$ cat config.mk
export PLATFORM = sky130hd
export DESIGN_NAME = cache_ctrl
export DESIGN_NICKNAME = d
export VERILOG_FILES = /design/src/rtl/cache_ctrl.sv
export SDC_FILE = /design/constraint.sdc
export NUM_CORES = 1
export LEC_CHECK = 0
export CAP_MARGIN = 20
export CORE_ASPECT_RATIO = 0.5
export CORE_MARGIN = 4
export CORE_UTILIZATION = 32
export DETAILED_ROUTE_END_ITERATION = 12
export PLACE_DENSITY = 0.85
export SETUP_SLACK_MARGIN = 0.4
export SYNTH_ARGS = -nofsm -noshare
export SYNTH_HDL_FRONTEND = slang
export SYNTH_SLANG_ARGS = --single-unit
export TNS_END_PERCENT = 1
$ cat constraint.sdc
create_clock -name clk -period 2.2 [get_ports clk]
set_input_delay 0.44 -clock clk [delete_from_list [all_inputs] [get_ports clk]]
set_output_delay 0.44 -clock clk [all_outputs]
set_load 0.1 [all_outputs]
$ cat src/rtl/cache_ctrl.sv
// cache_ctrl: per-cache sequencing FSM between the CPU port, the way block and the memory bus.
// One access at a time: lookup, then on a miss an optional dirty writeback, a word refill and a re-lookup.
// Ports:
//   clk, reset           rising-edge clock, synchronous active-high reset
//   cpu_*                CPU request (held until cpu_done), load data, done pulse, stall
//   set_*                way block: hit/dirty/victim inputs, update/store/writeback/fill strobes
//   mem_*                memory bus: burst request, beat address/data, per-beat ready
//   hit_cnt, miss_cnt    wrapping performance counters
module cache_ctrl #(
  parameter int TAG_WIDTH    = 22,
  parameter int SET_WIDTH    = 5,
  parameter int OFFSET_WIDTH = 5
) (
  input  logic                    clk,
  input  logic                    reset,
  input  logic                    cpu_req,
  input  logic                    cpu_wen,
  input  logic [31:0]             cpu_addr,
  input  logic [31:0]             cpu_wdata,
  output logic [31:0]             cpu_rdata,
  output logic                    cpu_done,
  output logic                    cpu_stall,
  input  logic                    set_hit,
  input  logic                    set_dirty,
  input  logic [TAG_WIDTH-1:0]    set_replace_tag,
  input  logic [31:0]             set_read_data,
  input  logic [31:0]             set_wb_data,
  output logic                    set_en,
  output logic                    set_wen,
  output logic [OFFSET_WIDTH-3:0] set_wb_word,
  output logic                    set_fill_wen,
  output logic [OFFSET_WIDTH-3:0] set_fill_word,
  output logic [31:0]             set_fill_data,
  output logic                    set_fill_done,
  output logic                    mem_req,
  output logic                    mem_wen,
  output logic [31:0]             mem_addr,
  output logic [31:0]             mem_wdata,
  input  logic [31:0]             mem_rdata,
  input  logic                    mem_ready,
  output logic [31:0]             hit_cnt,
  output logic [31:0]             miss_cnt
);

  localparam int WW = OFFSET_WIDTH - 2;
  localparam logic [WW-1:0] LAST = '1;

  typedef enum logic [1:0] {
    IDLE,
    LOOKUP,
    WRITEBACK,
    REFILL
  } state_t;

  state_t        state_q, state_d;
  logic [WW-1:0] cnt_q, cnt_d;
  logic [31:0]   addr_q, addr_d;
  logic          wen_q, wen_d;
  logic [31:0]   wdata_q, wdata_d;
  logic          first_q, first_d;
  logic [31:0]   hit_cnt_q, hit_cnt_d;
  logic [31:0]   miss_cnt_q, miss_cnt_d;

  logic [TAG_WIDTH-1:0] tag;
  logic [SET_WIDTH-1:0] set_idx;

  assign tag     = addr_q[31 -: TAG_WIDTH];
  assign set_idx = addr_q[OFFSET_WIDTH +: SET_WIDTH];

  // Store data is consumed by the way block straight from the CPU port.
  logic unused;
  assign unused = ^{wdata_q, addr_q[1:0]};

  always_comb begin
    state_d       = state_q;
    cnt_d         = cnt_q;
    addr_d        = addr_q;
    wen_d         = wen_q;
    wdata_d       = wdata_q;
    first_d       = first_q;
    hit_cnt_d     = hit_cnt_q;
    miss_cnt_d    = miss_cnt_q;
    cpu_rdata     = '0;
    cpu_done      = 1'b0;
    set_en        = 1'b0;
    set_wen       = 1'b0;
    set_wb_word   = '0;
    set_fill_wen  = 1'b0;
    set_fill_word = '0;
    set_fill_data = '0;
    set_fill_done = 1'b0;
    mem_req       = 1'b0;
    mem_wen       = 1'b0;
    mem_addr      = '0;
    mem_wdata     = '0;

    unique case (state_q)
      IDLE: begin
        if (cpu_req) begin
          addr_d  = cpu_addr;
          wen_d   = cpu_wen;
          wdata_d = cpu_wdata;
          first_d = 1'b1;
          state_d = LOOKUP;
        end
      end
      LOOKUP: begin
        if (set_hit) begin
          cpu_done  = 1'b1;
          set_en    = 1'b1;
          set_wen   = wen_q;
          cpu_rdata = set_read_data;
          hit_cnt_d = hit_cnt_q + 32'd1;
          state_d   = IDLE;
        end else begin
          // Only the first lookup of an access counts as a miss.
          if (first_q) miss_cnt_d = miss_cnt_q + 32'd1;
          first_d = 1'b0;
          cnt_d   = '0;
          state_d = set_dirty ? WRITEBACK : REFILL;
        end
      end
      WRITEBACK: begin
        mem_req     = 1'b1;
        mem_wen     = 1'b1;
        mem_addr    = {set_replace_tag, set_idx, cnt_q, 2'b00};
        mem_wdata   = set_wb_data;
        set_wb_word = cnt_q;
        if (mem_ready) begin
          cnt_d = cnt_q + 1'b1;
          if (cnt_q == LAST) begin
            cnt_d   = '0;
            state_d = REFILL;
          end
        end
      end
      REFILL: begin
        mem_req  = 1'b1;
        mem_addr = {tag, set_idx, cnt_q, 2'b00};
        if (mem_ready) begin
          set_fill_wen  = 1'b1;
          set_fill_word = cnt_q;
          set_fill_data = mem_rdata;
          cnt_d         = cnt_q + 1'b1;
          if (cnt_q == LAST) begin
            set_fill_done = 1'b1;
            state_d       = LOOKUP;
          end
        end
      end
      default: state_d = IDLE;
    endcase

    // A reset edge aborts the burst: never write or validate a partial line.
    if (reset) begin
      set_fill_wen  = 1'b0;
      set_fill_done = 1'b0;
      cpu_done      = 1'b0;
      set_en        = 1'b0;
      set_wen       = 1'b0;
    end
  end

  assign cpu_stall = (cpu_req | (state_q != IDLE)) & ~cpu_done;
  assign hit_cnt   = hit_cnt_q;
  assign miss_cnt  = miss_cnt_q;

  always_ff @(posedge clk) begin
    if (reset) begin
      state_q    <= IDLE;
      cnt_q      <= '0;
      addr_q     <= '0;
      wen_q      <= 1'b0;
      wdata_q    <= '0;
      first_q    <= 1'b0;
      hit_cnt_q  <= '0;
      miss_cnt_q <= '0;
    end else begin
      state_q    <= state_d;
      cnt_q      <= cnt_d;
      addr_q     <= addr_d;
      wen_q      <= wen_d;
      wdata_q    <= wdata_d;
      first_q    <= first_d;
      hit_cnt_q  <= hit_cnt_d;
      miss_cnt_q <= miss_cnt_d;
    end
  end

endmodule

==> flow_summary.toml, run 1 <==
[yosys]
syn_avg_cell_area_um2 = 7.81
synth_cell_types = 44
yosysWarnings = 0
syn_inst = 704
synth_edf_count = 0
ys_ff_latch = 98
synthArstFlopShare_pct = 0
synth_flop_cell = "dfxtp_1"
yosysSeqAreaShare_pct = 35.7
syn_area_um2 = 5500

[sta]
holdWs_ns = 0.459
rsz0062_at_grt = "true"
hold_viol_final = 0
fin_crit_ns = 2.10
slew_viol_final = 0
tightest_slew_ns = 0.555
fmax_ghz = 0.476
finalCritPeriodShare_pct = 95.6
maxSlewHeadroom_pct = 63.0
fin_skew_ns = 0.0145
setup_violations = 0
fin_ws_ns = 0.0971

[floorplanning]
initial_utilization_pct = 33.1
ios = 395
dieArea_um2 = 19500
dieWidth_um = 193
num_rows = 33
die_h_um = 101
coreArea_um2 = 16600

[critical_path]
critPathMaxFanout = 10
timing.rr.start = "state_q[1]"
crit_path_max_incr_delay_ns = 0.40
ff2ff_path_depth = 7
required_ns = 1.76
path_depth = 5
rrSetupSlack_ns = 0.11
reg2reg_to = "miss_cnt[26]"
cp-start-kind = "flop"
crit_chain = "inv_4 -> ha_4 -> clkbuf_16 -> a22o_2 -> buf_12"
crit_start = "state_q[0]"
crit_path_end = "mem_addr[30]"
crit_buf_inv = 3
cp_top_family = "buffers and inverters"
worstSetupPathType = "reg2out"
worst_ep_arrival_time_ns = 1.66
cp-end-kind = "primary output"
slowest_stage = "dfxtp_4"

[detailed_routing]
ant_nets = 0
wl_per_cell_um = 19.6
dr.pass1.iters = 5
drc = 0
drt_iter0_drc = 374
vias_per_cell = 5.27
wl_mm = 25.2
num_vias = 6787

[finish]
antennaDiodeCount = 0
syn_to_final_growth_pct = 111
drive_above_1_share_pct = 40.7
fin_nets = 1255
final_cell_mix = "buf_12 (150), clkdlybuf4s50_1 (149), buf_4 (87)"
final_common_cell = "buf_12"

[pwr]
power_density_nw_per_um2 = 455
leakage_nw = 4.62
ir_worst_vdd_uv = 366

[clocking]
clock_latency_ns = 0.35
cts_buffer_depth = 2
cts-hold-fix-buffers = 0
ctsHtreeMaxLevel = 3
clock_sinks = 98
path_clk_slew_ns = 0.07
cts_tree = "done"
clock-root-buffer = "clkbuf_16"
cts_buffers = 9

[grt]
grtUsageTotal_pct = 23.3
grt_max_degree = 50
gr-total-overflow = 0
grt_pass1_wl_mm = 37.6
first_global_vias = 6691
antenna_found_initial = 0

[place]
port_buffers = 355
post-dp-hpwl_mm = 19.1
gp_congestion = 0.880
dp_worst_setup_slack_ns = -0.276

[hold_path]
min_from = "addr_q[19]"
hp-class = "reg2reg"

[job]
maxCapViolations = 0

[outcome]
status = "completed"
## layout make-up
type                       instances  area (um2)
clock buffer                       9         225
clock inverter                     7        93.8
fill                            1132        4970
inverter                          12        53.8
multi-input combinational        538        3610
sequential                        98        2020
tap                              227         284
timing repair buffer             397        5340
## power breakdown
group / switching, mW / total, mW / internal (mW) / leakage, nW
clock network: 0.777 / 1.69 / 0.918 / 0.155
registers: 0.0483 / 1.88 / 1.83 / 0.816
logic: 0.995 / 1.72 / 0.730 / 3.65
## metal layers
layer / GRT usage, % / share of wire, %
met1: 28.1 / 41
met2: 44.8 / 54
met5: 0 / 0
met4: 5.60 / 1.9
met3: 2.87 / 3.8
## worst min-delay path by stage
stage | to | cells after the start
final | addr_q[19] | 2
after global routing | addr_q[6] | 2
after CTS | wen_q | 2
after detailed placement | wen_q | 2
after global placement | addr_q[30] | 2
after floorplan | addr_q[10] | 2
## kinds of logic (layout without fill, tap and decap cells)
family | after synthesis | after routing | synth area share [%]
and+or+nand+nor | 366 | 366 | 36.7
DFF | 98 | 98 | 35.7
muxes | 12 | 12 | 2.46
AOI/OAI and AO/OA | 127 | 127 | 14.4
other | 1 | 2 | 0.0682
buffers and inverters | 69 | 425 | 5.05
adders and majority gates | 10 | 10 | 2.28
xor gates and xnor gates | 21 | 21 | 3.34
## worst min-delay path, delay by kind of cell, from the launching register on
kind            cells  cell delay, ns
compound gates      1            0.05
flops               1            0.31
simple gates        1            0.05
## synthesized netlist by cell type, drive strengths merged, types with 2 or more instances
cell     n  area, um2
and2    41        257
xnor2   11       96.3
mux2    12        135
nand2   87        327
nor3     3       15.0
nor2b   20        125
ha      10        125
buf     10       56.3
clkbuf  47        176
o31ai   21        158
o211ai   2       15.0
xor2    10       87.6
and4    10       88.8
o21ai   11       55.1
or3     10       62.6
a21oi   65        325
nor2    44        165
and3    68        425
nand4   19        131
nor4    13       81.3
dfxtp   98       1960
or2      2       12.5
or4     23        176
nand2b   4       25.0
nand3   18       90.1
inv     12       45.0
a22o    22        193
## stage by stage
step                      instance area, um2  utilization [%]  cells  total power [mW]  setup TNS (ns)
final                                  11600             70.1   1288              5.30               0
after global routing                   11600             70.1   1288              5.48               0
after CTS                              11300             68.3   1278              5.25               0
after floorplan                         5760                -    705              2.80           -5.25
after global placement                 10900             65.9   1261              3.49           -8.54
after detailed placement               10900             65.9   1261              3.54          -11.60
## timing repair
action / CTS / global route
gates resized for setup: 15 / 34
hold endpoints to repair: 0 / 0
cloned: 0 / 6
buffers inserted: 1 / 4
setup endpoints to repair: 187 / 186
pin swaps: 0 / 8
## sequential cells by signal, indices dropped and copies added, names as in the netlist
register / cells
state_q: 2
cnt_q: 3
hit_cnt: 32
miss_cnt: 32
first_q: 1
wen_q: 1
addr_q: 27
Power figures use the tool's default switching activity.
==> run 2: changes to the inputs <==
--- a/config.mk
+++ b/config.mk
@@ -6,11 +6,10 @@
 export NUM_CORES = 1
 export LEC_CHECK = 0
 export CAP_MARGIN = 20
-export CORE_ASPECT_RATIO = 0.5
-export CORE_MARGIN = 4
-export CORE_UTILIZATION = 32
+export CORE_AREA = 4 4 151 153
 export DETAILED_ROUTE_END_ITERATION = 12
-export PLACE_DENSITY = 0.85
+export DIE_AREA = 0 0 155 157
+export PLACE_DENSITY = 0.7
 export SETUP_SLACK_MARGIN = 0.4
 export SYNTH_ARGS = -nofsm -noshare
 export SYNTH_HDL_FRONTEND = slang
==> constraint.sdc (replaced) <==
create_clock -name clk -period 2.07 [get_ports clk]
set_input_delay 0.414 -clock clk [delete_from_list [all_inputs] [get_ports clk]]
set_output_delay 0.414 -clock clk [all_outputs]
set_load 0.1 [all_outputs]
==> flow_summary.toml, run 2 (same netlist as run 1, synthesis figures left out) <==
[outcome]
status = "finished with violations"
violations = "negative setup slack"

[grt]
first_global_vias = 6679
grt_max_degree = 76
gr-total-overflow = 0
grtUsageTotal_pct = 20.6
grt_pass1_wl_mm = 39.4
antenna_found_initial = 11

[detailed_routing]
ant_nets = 0
wl_per_cell_um = 19.3
drc = 0
num_vias = 6654
wl_mm = 26.3
drt_iter0_drc = 247
dr.pass1.iters = 4
vias_per_cell = 4.90

[critical_path]
required_ns = 1.66
rrSetupSlack_ns = 0.08
critPathMaxFanout = 17
ff2ff_path_depth = 8
worst_ep_arrival_time_ns = 1.68
cp-end-kind = "primary output"
cp-start-kind = "flop"
worstSetupPathType = "reg2out"

[pwr]
p_seq_share_pct = 34.6
ir_worst_vdd_uv = 358
switching_power_mw = 1.96
power_density_nw_per_um2 = 462
p_comb_share_pct = 34.2
internal_power_mw = 3.77
swShare_pct = 34.3
pwr-share-clk_pct = 31.2
leakage_nw = 4.91

[sta]
fin_skew_ns = 0.0147
setup_violations = 51
finalCritPeriodShare_pct = 101
fmax_ghz = 0.477
holdWs_ns = 0.458
rsz0062_at_grt = "true"
fin_ws_ns = -0.0275
fin_crit_ns = 2.10
slew_viol_final = 0
hold_viol_final = 0

[floorplanning]
die_h_um = 157
dieArea_um2 = 24300
initial_utilization_pct = 25.5
coreArea_um2 = 21600
ios = 395
dieWidth_um = 155
num_rows = 54

[finish]
final_cell_mix = "buf_12 (152), clkdlybuf4s50_1 (148), buf_4 (100)"
drive_above_1_share_pct = 46.5
fin_nets = 1268
syn_to_final_growth_pct = 126
final_common_cell = "buf_12"
fillers = 1790

[clocking]
clock_latency_ns = 0.36
ctsHtreeMaxLevel = 3
cts_tree = "done"
clock-root-buffer = "clkbuf_16"
path_clk_slew_ns = 0.07
clock_sinks = 98
cts_buffer_depth = 2
cts_buffers = 9
cts-hold-fix-buffers = 0

[hold_path]
hp-class = "reg2reg"
whs_path_depth = 2

[place]
dp_worst_setup_slack_ns = -0.327
port_buffers = 355
gp_congestion = 0.876
post-dp-hpwl_mm = 20.3

[job]
maxCapViolations = 0
run 2: cell types whose count changed in the layout (fill, tap and decap cells not counted), sizes merged:
cell           before  now
clkinv              1    3
diode               0    5
buf               242  259
clkdlybuf4s50     149  148
dlygate4sd2         1    2
inv                15   12
clkbuf             14   10
clkinvlp            2    3
run 2: cell type report:
class / count / area (um2) / area share (%)
inverter: 12 / 55.1 / 0.444
clock buffer: 9 / 225 / 1.81
antenna: 5 / 12.5 / 0.101
multi-input combinational: 538 / 4210 / 33.9
tap: 280 / 350 / 2.82
clock inverter: 7 / 86.3 / 0.696
timing repair buffer: 410 / 5430 / 43.7
sequential: 98 / 2050 / 16.5
run 2: what timing repair did:
action,4_1_cts,5_1_grt
cloned,2,1
pin swaps,69,40
setup buffers,10,0
resized for setup,128,41
endpoints found under the setup margin,193,194
run 2: per-layer routing:
| layer | up-vias | global-route usage, % | wire, um |
|---|---|---|---|
| met2 | 205 | 36.0 | 13300 |
| met5 | - | 0 | 76 |
| met3 | 40 | 6.96 | 2130 |
| met1 | 3158 | 24.1 | 10300 |
| met4 | 12 | 6.10 | 464 |
| li1 | 3239 | - | - |
run 2: power by group through the flow:
| stage | clock [mW] | combinational [mW] | sequential (mW) |
|---|---|---|---|
| 2_1_floorplan | 0 | 0.926 | 2.05 |
| 3_3_place_gp | 0 | 1.75 | 2.02 |
| 3_5_place_dp | 0 | 1.76 | 2.02 |
| 4_1_cts | 1.84 | 1.95 | 1.98 |
| 5_1_grt | 1.90 | 2.04 | 1.99 |
| 6_report | 1.79 | 1.96 | 1.98 |
run 2: worst paths after layout:
kind | startpoint | endpoint
min reg2reg | addr_q[27] | addr_q[27]
min | addr_q[27] | addr_q[27]
max reg2reg | state_q[0] | miss_cnt[24]
max | state_q[0] | cpu_rdata[20]
run 2: per-stage QoR:
step	TNS [ns]	total power, mW	instance area, um2	util (%)	cells
5_1_grt	-5.30	5.93	12400	57.6	1359
4_1_cts	-1.04	5.77	12200	56.8	1353
6_report	-0.421	5.73	12400	57.6	1359
3_5_place_dp	-11.41	3.78	11100	51.5	1325
2_1_floorplan	-19.16	2.97	5780	-	705
3_3_place_gp	-9.58	3.77	11100	51.5	1325
run 2: worst max-delay path: stages (launching register included):
cell	delay [ns]
dfxtp_4	0.38
buf_12	0.11
ha_4	0.17
buf_12	0.14
buf_16	0.15
and3_4	0.22
buf_12	0.17
